--- src/rtl/mem_pkg.sv ---
// mem_pkg: shared encodings for the MEM-stage load/store controller.
// Holds access-size codes, the controller FSM state type and the default datapath width.
// Imported by mem_align and mem_ctrl.
package mem_pkg;

   // Default datapath/address width for the RV64 core
   localparam int unsigned XLEN_DEFAULT = 64;

   // funct3[1:0] access-size encodings
   localparam logic [1:0] SZ_B = 2'd0;
   localparam logic [1:0] SZ_H = 2'd1;
   localparam logic [1:0] SZ_W = 2'd2;
   localparam logic [1:0] SZ_D = 2'd3;

   typedef enum logic [1:0] {
      IDLE = 2'd0,
      REQ  = 2'd1,
      WAIT = 2'd2,
      DONE = 2'd3
   } state_e;

endpackage

--- src/rtl/mem_align.sv ---
// mem_align: byte-lane alignment helpers for the MEM stage.
// Latency: purely combinational, zero cycles.
// Backpressure: none; outputs follow inputs every cycle.
module mem_align
   import mem_pkg::*;
#(
   parameter int unsigned XLEN   = XLEN_DEFAULT,
   parameter int unsigned STRB_W = XLEN / 8
) (
   input  logic [1:0]        ex_size,
   input  logic [2:0]        ex_off,
   input  logic [XLEN-1:0]   ex_data,
   output logic              misalign,
   output logic [XLEN-1:0]   lane_data,
   output logic [STRB_W-1:0] lane_strb,
   input  logic [1:0]        ld_size,
   input  logic              ld_unsigned,
   input  logic [2:0]        ld_off,
   input  logic [XLEN-1:0]   ld_raw,
   output logic [XLEN-1:0]   ld_data
);

   logic [STRB_W-1:0] base_strb;
   logic [XLEN-1:0]   ld_shift;
   logic              ext;

   // Misalignment check and store byte-lane placement for the access EX presents
   always_comb begin
      misalign  = 1'b0;
      base_strb = STRB_W'(8'h01);
      case (ex_size)
         SZ_B: begin
            misalign  = 1'b0;
            base_strb = STRB_W'(8'h01);
         end
         SZ_H: begin
            misalign  = ex_off[0];
            base_strb = STRB_W'(8'h03);
         end
         SZ_W: begin
            misalign  = |ex_off[1:0];
            base_strb = STRB_W'(8'h0F);
         end
         default: begin
            misalign  = |ex_off;
            base_strb = STRB_W'(8'hFF);
         end
      endcase
      lane_strb = base_strb << ex_off;
      lane_data = ex_data << {ex_off, 3'b000};
   end

   // Pull the addressed bytes down to bit 0 and sign/zero extend by size
   always_comb begin
      ld_shift = ld_raw >> {ld_off, 3'b000};
      ext      = 1'b0;
      ld_data  = ld_shift;
      case (ld_size)
         SZ_B: begin
            ext     = ~ld_unsigned & ld_shift[7];
            ld_data = {{(XLEN-8){ext}}, ld_shift[7:0]};
         end
         SZ_H: begin
            ext     = ~ld_unsigned & ld_shift[15];
            ld_data = {{(XLEN-16){ext}}, ld_shift[15:0]};
         end
         SZ_W: begin
            ext     = ~ld_unsigned & ld_shift[31];
            ld_data = {{(XLEN-32){ext}}, ld_shift[31:0]};
         end
         default: begin
            ext     = 1'b0;
            ld_data = ld_shift;
         end
      endcase
   end

endmodule

--- src/rtl/mem_ctrl.sv ---
// mem_ctrl: MEM-stage load/store sequencer driving the data-memory req/gnt/rvalid port.
// Latency: store >= 3 cycles (accept, REQ until gnt, DONE); load >= 4 (adds WAIT until rvalid).
// Backpressure: stall_o holds IF..EX while accepting and in REQ/WAIT; request fields frozen until gnt.
module mem_ctrl
   import mem_pkg::*;
#(
   parameter int unsigned XLEN   = XLEN_DEFAULT,
   parameter int unsigned STRB_W = XLEN / 8
) (
   input  logic              clk,
   input  logic              rst_n,
   input  logic              ex_valid_i,
   input  logic              ex_load_i,
   input  logic              ex_store_i,
   input  logic [2:0]        ex_funct3_i,
   input  logic [XLEN-1:0]   ex_addr_i,
   input  logic [XLEN-1:0]   ex_wdata_i,
   output logic              stall_o,
   output logic              dmem_req_o,
   output logic              dmem_we_o,
   output logic [XLEN-1:0]   dmem_addr_o,
   output logic [XLEN-1:0]   dmem_wdata_o,
   output logic [STRB_W-1:0] dmem_wstrb_o,
   input  logic              dmem_gnt_i,
   input  logic              dmem_rvalid_i,
   input  logic [XLEN-1:0]   dmem_rdata_i,
   output logic [XLEN-1:0]   load_data_o,
   output logic              load_valid_o,
   output logic              misalign_o
);

   state_e state, state_nxt;

   logic              lat_load;
   logic [1:0]        lat_size;
   logic              lat_uns;
   logic [2:0]        lat_off;
   logic [XLEN-1:0]   lat_addr;
   logic [XLEN-1:0]   lat_wdata;
   logic [STRB_W-1:0] lat_wstrb;
   logic [XLEN-1:0]   load_data_q;

   logic              is_op;
   logic              accept;
   logic              mis;
   logic [XLEN-1:0]   lane_data;
   logic [STRB_W-1:0] lane_strb;
   logic [XLEN-1:0]   ld_ext;

   mem_align #(
      .XLEN   (XLEN),
      .STRB_W (STRB_W)
   ) u_align (
      .ex_size     (ex_funct3_i[1:0]),
      .ex_off      (ex_addr_i[2:0]),
      .ex_data     (ex_wdata_i),
      .misalign    (mis),
      .lane_data   (lane_data),
      .lane_strb   (lane_strb),
      .ld_size     (lat_size),
      .ld_unsigned (lat_uns),
      .ld_off      (lat_off),
      .ld_raw      (dmem_rdata_i),
      .ld_data     (ld_ext)
   );

   assign is_op  = ex_valid_i & (ex_load_i | ex_store_i);
   assign accept = (state == IDLE) & is_op & ~mis;

   // State register; reset abandons any access in flight
   always_ff @(posedge clk or negedge rst_n) begin
      if (!rst_n) begin
         state <= IDLE;
      end else begin
         state <= state_nxt;
      end
   end

   // Next state plus stall/request/pulse outputs
   always_comb begin
      state_nxt    = state;
      stall_o      = 1'b0;
      dmem_req_o   = 1'b0;
      load_valid_o = 1'b0;
      misalign_o   = 1'b0;
      case (state)
         IDLE: begin
            misalign_o = is_op & mis;
            if (accept) begin
               stall_o   = 1'b1;
               state_nxt = REQ;
            end
         end
         REQ: begin
            stall_o    = 1'b1;
            dmem_req_o = 1'b1;
            if (dmem_gnt_i) begin
               state_nxt = lat_load ? WAIT : DONE;
            end
         end
         WAIT: begin
            stall_o = 1'b1;
            if (dmem_rvalid_i) begin
               state_nxt = DONE;
            end
         end
         default: begin
            // EX still holds the finished op here, so nothing is accepted
            load_valid_o = lat_load;
            state_nxt    = IDLE;
         end
      endcase
   end

   // Capture the access at acceptance; a load wins if both load and store are set
   always_ff @(posedge clk or negedge rst_n) begin
      if (!rst_n) begin
         lat_load  <= 1'b0;
         lat_size  <= SZ_B;
         lat_uns   <= 1'b0;
         lat_off   <= 3'd0;
         lat_addr  <= '0;
         lat_wdata <= '0;
         lat_wstrb <= '0;
      end else if (accept) begin
         lat_load  <= ex_load_i;
         lat_size  <= ex_funct3_i[1:0];
         lat_uns   <= ex_funct3_i[2];
         lat_off   <= ex_addr_i[2:0];
         lat_addr  <= {ex_addr_i[XLEN-1:3], 3'b000};
         lat_wdata <= lane_data;
         lat_wstrb <= lane_strb;
      end
   end

   // Registered load result, updated only when read data returns in WAIT
   always_ff @(posedge clk or negedge rst_n) begin
      if (!rst_n) begin
         load_data_q <= '0;
      end else if ((state == WAIT) && dmem_rvalid_i) begin
         load_data_q <= ld_ext;
      end
   end

   assign load_data_o  = load_data_q;
   assign dmem_we_o    = dmem_req_o & ~lat_load;
   assign dmem_addr_o  = dmem_req_o ? lat_addr  : '0;
   assign dmem_wdata_o = dmem_req_o ? lat_wdata : '0;
   assign dmem_wstrb_o = dmem_req_o ? lat_wstrb : '0;

endmodule

--- config.mk ---
export PLATFORM = sky130hd
export DESIGN_NAME = mem_ctrl
export DESIGN_NICKNAME = d
export VERILOG_FILES = /design/src/rtl/mem_pkg.sv /design/src/rtl/mem_align.sv /design/src/rtl/mem_ctrl.sv
export SDC_FILE = /design/constraint.sdc
export NUM_CORES = 1
export LEC_CHECK = 0
export ABC_AREA = 0
export BUFFER_PORTS_ARGS = -buffer_cell sky130_fd_sc_hd__buf_2
export CELL_PAD_IN_SITES_DETAIL_PLACEMENT = 1
export CELL_PAD_IN_SITES_GLOBAL_PLACEMENT = 1
export CORE_MARGIN = 5
export CORE_UTILIZATION = 40
export DETAILED_ROUTE_END_ITERATION = 12
export PLACE_DENSITY = 0.91
export SLEW_MARGIN = 10
export SYNTH_ARGS = -nofsm -noshare
export SYNTH_HDL_FRONTEND = slang
export SYNTH_HIERARCHICAL = 1
export SYNTH_SLANG_ARGS = --single-unit
--- constraint.sdc ---
create_clock -name clk -period 2.45 [get_ports clk]
set_input_delay 0.245 -clock clk [delete_from_list [all_inputs] [get_ports clk]]
set_output_delay 0.245 -clock clk [all_outputs]
set_load 0.005 [all_outputs]
-- Word-level counts from Yosys, hierarchy flattened
Cells that the tools add are included.
- bits in registers: 206
- bits of input ports: 202
- output and inout port bits: 205
- word-level logic and storage cells: 58
- equality and inequality tests: 9
- shift-type cells: 3
- multiplexer cells: 16
- bitwise logic cells: 12
- reductions and logical operators: 9
- operator list (operator ; count):
    $pmux 64 s3 ; 1
    $mux 64 ; 2
    $shl 64x6->64 ; 1
    $shr 64x6->64 ; 1
    $pmux 8 s3 ; 1
    $and 1x1->1 ; 8
    $mux 8 ; 1
    $shl 8x3->8 ; 1
    $eq 2x1->1 const B ; 3
    $eq 2x2->1 const B ; 3
    $logic_not 2->1 ; 3
    $mux 2 ; 3
    $ne 2x2->1 const B ; 3
    $pmux 2 s3 ; 1
    $reduce_or 3->1 ; 2
    $mux 1 ; 5
    $reduce_or 2->1 ; 2
    $not 1->1 ; 3
    $pmux 1 s3 ; 1
    $reduce_and 3->1 ; 1
    $pmux 1 s2 ; 1
    $logic_and 1x1->1 ; 1
    $or 1x1->1 ; 1

-- Logic depth before layout (Yosys ltp)
- word-level depth: 6
- gate-level depth with buffers: 9
- gate-level depth less buffers: 5

-- Modules after synthesis
The synthesis kept the hierarchy.
- by module, submodules not included (module ; times used ; cells an instance ; area each (um^2) ; sequential area each (um^2)):
    mem_ctrl ; 1 ; 607 ; 8717.1 ; 5154.9
    mem_align ; 1 ; 549 ; 4020.1 ; 0.0

-- Worst setup path after synthesis
OpenSTA, ideal clock, no wires.
- kind: in2reg
- from: in ex_addr_i[2]
- to: reg lat_wstrb[0]
- setup time: 0.127 ns
- arrival: 1.781 ns
- data required time: 2.323 ns
- path slack: 0.541 ns
- stages: 8
- path buffers: 4
- cells stage by stage: clkbuf_1 > clkbuf_1 > a21oi_1 > o21ai_0 > nor2_2 > buf_4 > buf_6 > mux2_1
- word-level cells in the longest chain between the ends: 4
- elaborated cells on any way between the ends: 5
- classes of those cells: shift (1); mux (1); bitwise (2); reduce/logical (1)
- ends and longest elaborated chain (item ; line ; text):
    from (decl) ; mem_ctrl.sv:16 ; input logic [XLEN-1:0] ex_addr_i,
    $reduce_or 3->1 ; mem_align.sv:45 ; misalign = |ex_off;
    $pmux 1 s3 ; mem_align.sv:31 ; case (ex_size)
    named net mis ; mem_ctrl.sv:45 ; logic mis;
    $not 1->1 ; mem_ctrl.sv:68 ; assign accept = (state == IDLE) & is_op & ~mis;
    $and 1x1->1 ; mem_ctrl.sv:68 ;
    to (signal assigned) ; mem_ctrl.sv:132 ; lat_wstrb <= lane_strb;
    to (decl) ; mem_ctrl.sv:40 ; logic [STRB_W-1:0] lat_wstrb;
The timed path passes the listed nets, and every way through them passes these cells.
A chain may end at the register's enable or synchronous reset.

-- Final worst setup path
- from: reg state[0]
- to: out stall_o
- word-level cells in the longest chain between the ends: 5
- elaborated cells on any way between the ends: 8
- classes of those cells: eq/ne (2); mux (2); bitwise (2); reduce/logical (2)
- ends and longest elaborated chain (item ; line ; text):
    from (decl) ; mem_ctrl.sv:32 ; state_e state, state_nxt;
    from (signal assigned) ; mem_ctrl.sv:75 ; state <= state_nxt;
    $logic_not 2->1 ; mem_ctrl.sv:68, mem_ctrl.sv:86 ;
    $and 1x1->1 (2 in a row) ; mem_ctrl.sv:68 ;
    $mux 1 ; mem_ctrl.sv:89 ; if (accept) begin
    $pmux 1 s2 (*) ; mem_ctrl.sv:86 ; case (state)
    to (decl) ; mem_ctrl.sv:18 ; output logic stall_o,
Mark *: on every way between the ends. The rest lies on a longest branch, timed or not.

==> metrics.csv <==
stage,metric,value,unit
routing,detailroute.via_count,11800,
synthesis,yosys_warnings,6,
run_status,run_status,finished clean,
power_and_ir_drop,power.combinational.fraction,46.7,%
synthesis,avgSynthCellArea,11.0,um2
global_routing,grt_util_all_layers,28.8,%
sta,slew_headroom,35.9,%
power_and_ir_drop,cellLeakagePower,0.00828,uW
synthesis,synth_top_cells_by_area,"sky130_fd_sc_hd__dfrtp_1 40%, sky130_fd_sc_hd__mux2_2 13%, sky130_fd_sc_hd__mux2_1 8.0%, sky130_fd_sc_hd__and2_1 7.1%, sky130_fd_sc_hd__mux2i_1 7.1%",
synthesis,synth_top_area_share,40.5,%
placement,hpwlAfterDp,36200,um
die,design.die.area,0.0355,mm2
synthesis,synth-async-reset-ratio,100,%
die,fp-row-count,65,
placement,detailedPlace.worstSlack,344,ps
clocking,worst_setup_hold_path_clk_slew,70,ps
clocking,clock-sinks,206,
power_and_ir_drop,switching_share,37.7,%
power_and_ir_drop,power.switching,7190,uW
sta,min_period_over_period,97.9,%
cells_and_area,final-instance-count-excl-fill,2018,
critical_path,crit_arrival,2150,ps
sta,fin_worst_hold_slack,105,ps
placement,buffer_ports.inserted,403,
sta,grt_setup_unrepaired,yes,
sta,skew,17.0,ps
critical_path,r2r_setup_slack,320,ps
routing,detailedRoute.firstPassIterationCount,5,
power_and_ir_drop,report.power.total,19100,uW
flow_run,max_capacitance_violation_count,0,
clocking,cts.path.max_buffers,3,
synthesis,postSynthRegisterBits,206,
power_and_ir_drop,intPower,11900,uW
routing,detail_route.iter0.violations,873,
die,floorplan.io_pins,407,
die,die_h,188,um
cells_and_area,area.growth.synth_to_final,31.8,%
synthesis,syn-cell-area,0.0127,mm2
cells_and_area,final_net_count,1801,
placement,place.detailed.instances,1903,
synthesis,yosysUniqueCellTypes,46,
placement,placedInstanceArea,0.0152,mm2
routing,drc,0,
global_routing,vias_in_the_first_global_route,13000,
synthesis,synth_commonest_cells,"206 x sky130_fd_sc_hd__dfrtp_1, 147 x sky130_fd_sc_hd__mux2_2, 144 x sky130_fd_sc_hd__and2_1",
cells_and_area,final_design_area_no_fill,0.0168,mm2
power_and_ir_drop,ir_drop,0.673,mV
clocking,cts_tree,done,
sta,fmax,0.417,GHz
synthesis,synth_top_area_cell,sky130_fd_sc_hd__dfrtp_1,
critical_path,worst-setup-path-type,flop to primary output,
power_and_ir_drop,power.share.clock,21.3,%
critical_path,worst_setup_path_end_kind,primary output,
routing,vias_per_cell,5.84,
die,floorplan.core_area,0.0315,mm2
critical_path,critPathRequiredTime,2200,ps
sta,period_minus_slack,2400,ps
global_routing,overflow,0,
sta,setup-violations-final,0,
sta,final.setup.worst_slack,51.5,ps
power_and_ir_drop,seq_power_share,32.0,%
routing,postRouteWirelength,53200,um
cells_and_area,layout-drive-gt1-share,42.1,%
synthesis,ys_seq_area_share,40.5,%
routing,drt-wirelength-per-cell,26.4,um
critical_path,critPathLaunchType,flop,
synthesis,synth.most_common_cell,sky130_fd_sc_hd__dfrtp_1,
die,fp.dieW,188,um
sta,worst_slew_pin_slew,959,ps
global_routing,grt_first_pass_wirelength,80700,um
cells_and_area,fillerInstances,3428,
global_routing,largest_net_degree_at_the_start_of_global_routing,70,
worst_hold_path,hold_path_class,primary input to flop,
power_and_ir_drop,total_power_per_unit_cell_area,1140,mW/mm2
critical_path,critPathMaxFanout,19,
synthesis,synth_enable_flop_cells,0,
clocking,cts.root.buffer_cell,sky130_fd_sc_hd__clkbuf_16,
synthesis,post_synth_inst_count,1156,
synthesis,synthFlopType,sky130_fd_sc_hd__dfrtp_1,
clocking,number_of_buffers_created_by_cts,25,
die,starting_density,40.5,%
sta,final-max-slew-violation-count,0,
placement,finalWeightedCongestion,0.911,
routing,drt.antenna.violating_nets,0,
clocking,cts_h_tree_lvls,1,
global_routing,number_of_antenna_violations_at_the_first_check_in_global_routing,6,
sta,finalHoldViolCount,0,
clocking,worst_skew_pair.late_latency,530,ps
flip-flops by register name (all words and copies together) (netlist names):
name	flops
lat_wdata	64
lat_size	2
lat_off	3
lat_load	1
lat_uns	1
lat_wstrb	8
load_data_o	64
state	2
lat_addr	61
placed cells by master, fill, tap and decap left out, types with 4 or more instances in the layout:
cell type                         n
sky130_fd_sc_hd__mux2_2         147
sky130_fd_sc_hd__o2111ai_1       14
sky130_fd_sc_hd__clkbuf_16       25
sky130_fd_sc_hd__nand2b_1         4
sky130_fd_sc_hd__o32ai_1          8
sky130_fd_sc_hd__dlygate4sd3_1   64
sky130_fd_sc_hd__nand4_1         27
sky130_fd_sc_hd__inv_1            5
sky130_fd_sc_hd__a22oi_1          7
sky130_fd_sc_hd__mux2_1          91
sky130_fd_sc_hd__a21oi_1         36
sky130_fd_sc_hd__clkinv_2         4
sky130_fd_sc_hd__buf_2          402
sky130_fd_sc_hd__mux2i_1         90
sky130_fd_sc_hd__clkbuf_8         8
sky130_fd_sc_hd__and2_1         144
sky130_fd_sc_hd__buf_4           30
sky130_fd_sc_hd__buf_12          16
sky130_fd_sc_hd__nand3_1         21
sky130_fd_sc_hd__nand2_1         51
sky130_fd_sc_hd__o211ai_1         5
sky130_fd_sc_hd__nor2b_1         12
sky130_fd_sc_hd__mux4_2          28
sky130_fd_sc_hd__bufinv_16        4
sky130_fd_sc_hd__dfrtp_1        204
sky130_fd_sc_hd__nor2_1          83
sky130_fd_sc_hd__o21ai_0         31
sky130_fd_sc_hd__o2bb2ai_1       10
final timing paths:
kind / from / to / depth (start not counted)
worst max-delay path: state[0] / stall_o / 7
worst min-delay path: ex_wdata_i[7] / lat_wdata[7] / 3
worst max register to register: state[0] / lat_addr[17] / 7
worst min register to register: lat_addr[62] / lat_addr[62] / 1
max in group asynchronous: rst_n / lat_addr[48] / 3
min in group asynchronous: rst_n / load_data_o[13] / 2
power groups by stage:
stage / combinational [uW] / clock, uW / sequential, uW
after CTS: 8760 / 4150 / 6030
after global placement: 8180 / 0 / 5930
final: 8890 / 4060 / 6100
after detailed placement: 8510 / 0 / 6050
after floorplan: 5530 / 0 / 5660
after global routing: 9520 / 4290 / 6270
cell type report:
type	count	area (um2)	area share [%]
Tap cell	402	503	3.00
Antenna cell	3	7.51	0.0447
Timing Repair Buffer	515	3240	19.3
Clock buffer	34	719	4.29
Sequential cell	206	5160	30.7
Multi-Input combinational cell	840	6960	41.5
Inverter	6	22.5	0.134
Clock inverter	12	171	1.02
logic make-up after synthesis:
| group | synth area share (%) |
|---|---|
| buffers and inverters | 5.12 |
| adders and majority gates | 0.491 |
| AOI/OAI and AO/OA | 6.15 |
| other | 0.0294 |
| DFF | 40.5 |
| and+or+nand+nor | 14.7 |
| muxes | 33.1 |
what timing repair did:
| item | in CTS | in global routing |
|---|---|---|
| hold buffers | 64 | 0 |
| endpoints found under the hold margin | 117 | 0 |
| setup endpoints to repair | 38 | 16 |
| buffers inserted | 1 | 1 |
| resized for setup | 3 | 1 |
layer usage:
layer | wire length [um] | vias up | global-route usage (%)
met1 | 19600 | 5959 | 32.8
met2 | 26200 | 648 | 51.0
met4 | 2900 | 8 | 12.7
met3 | 4410 | 172 | 7.54
met5 | 63 | - | 0
li1 | - | 4994 | -
critical path, stage by stage, from the launching register on:
cell and delay (ps):
sky130_fd_sc_hd__dfrtp_1 440, sky130_fd_sc_hd__inv_1 140, sky130_fd_sc_hd__ha_2 230, sky130_fd_sc_hd__o211ai_1 150
sky130_fd_sc_hd__nor2_4 190, sky130_fd_sc_hd__buf_12 190, sky130_fd_sc_hd__o21a_1 150, sky130_fd_sc_hd__buf_2 140
stage by stage:
step,TNS (ps),utilization (%)
after global routing,-60.2,53.3
after floorplan,0,-
final,0,53.3
after CTS,-53.8,53.2
after global placement,0,48.3
after detailed placement,0,48.3
Power figures use the tool's default switching activity.
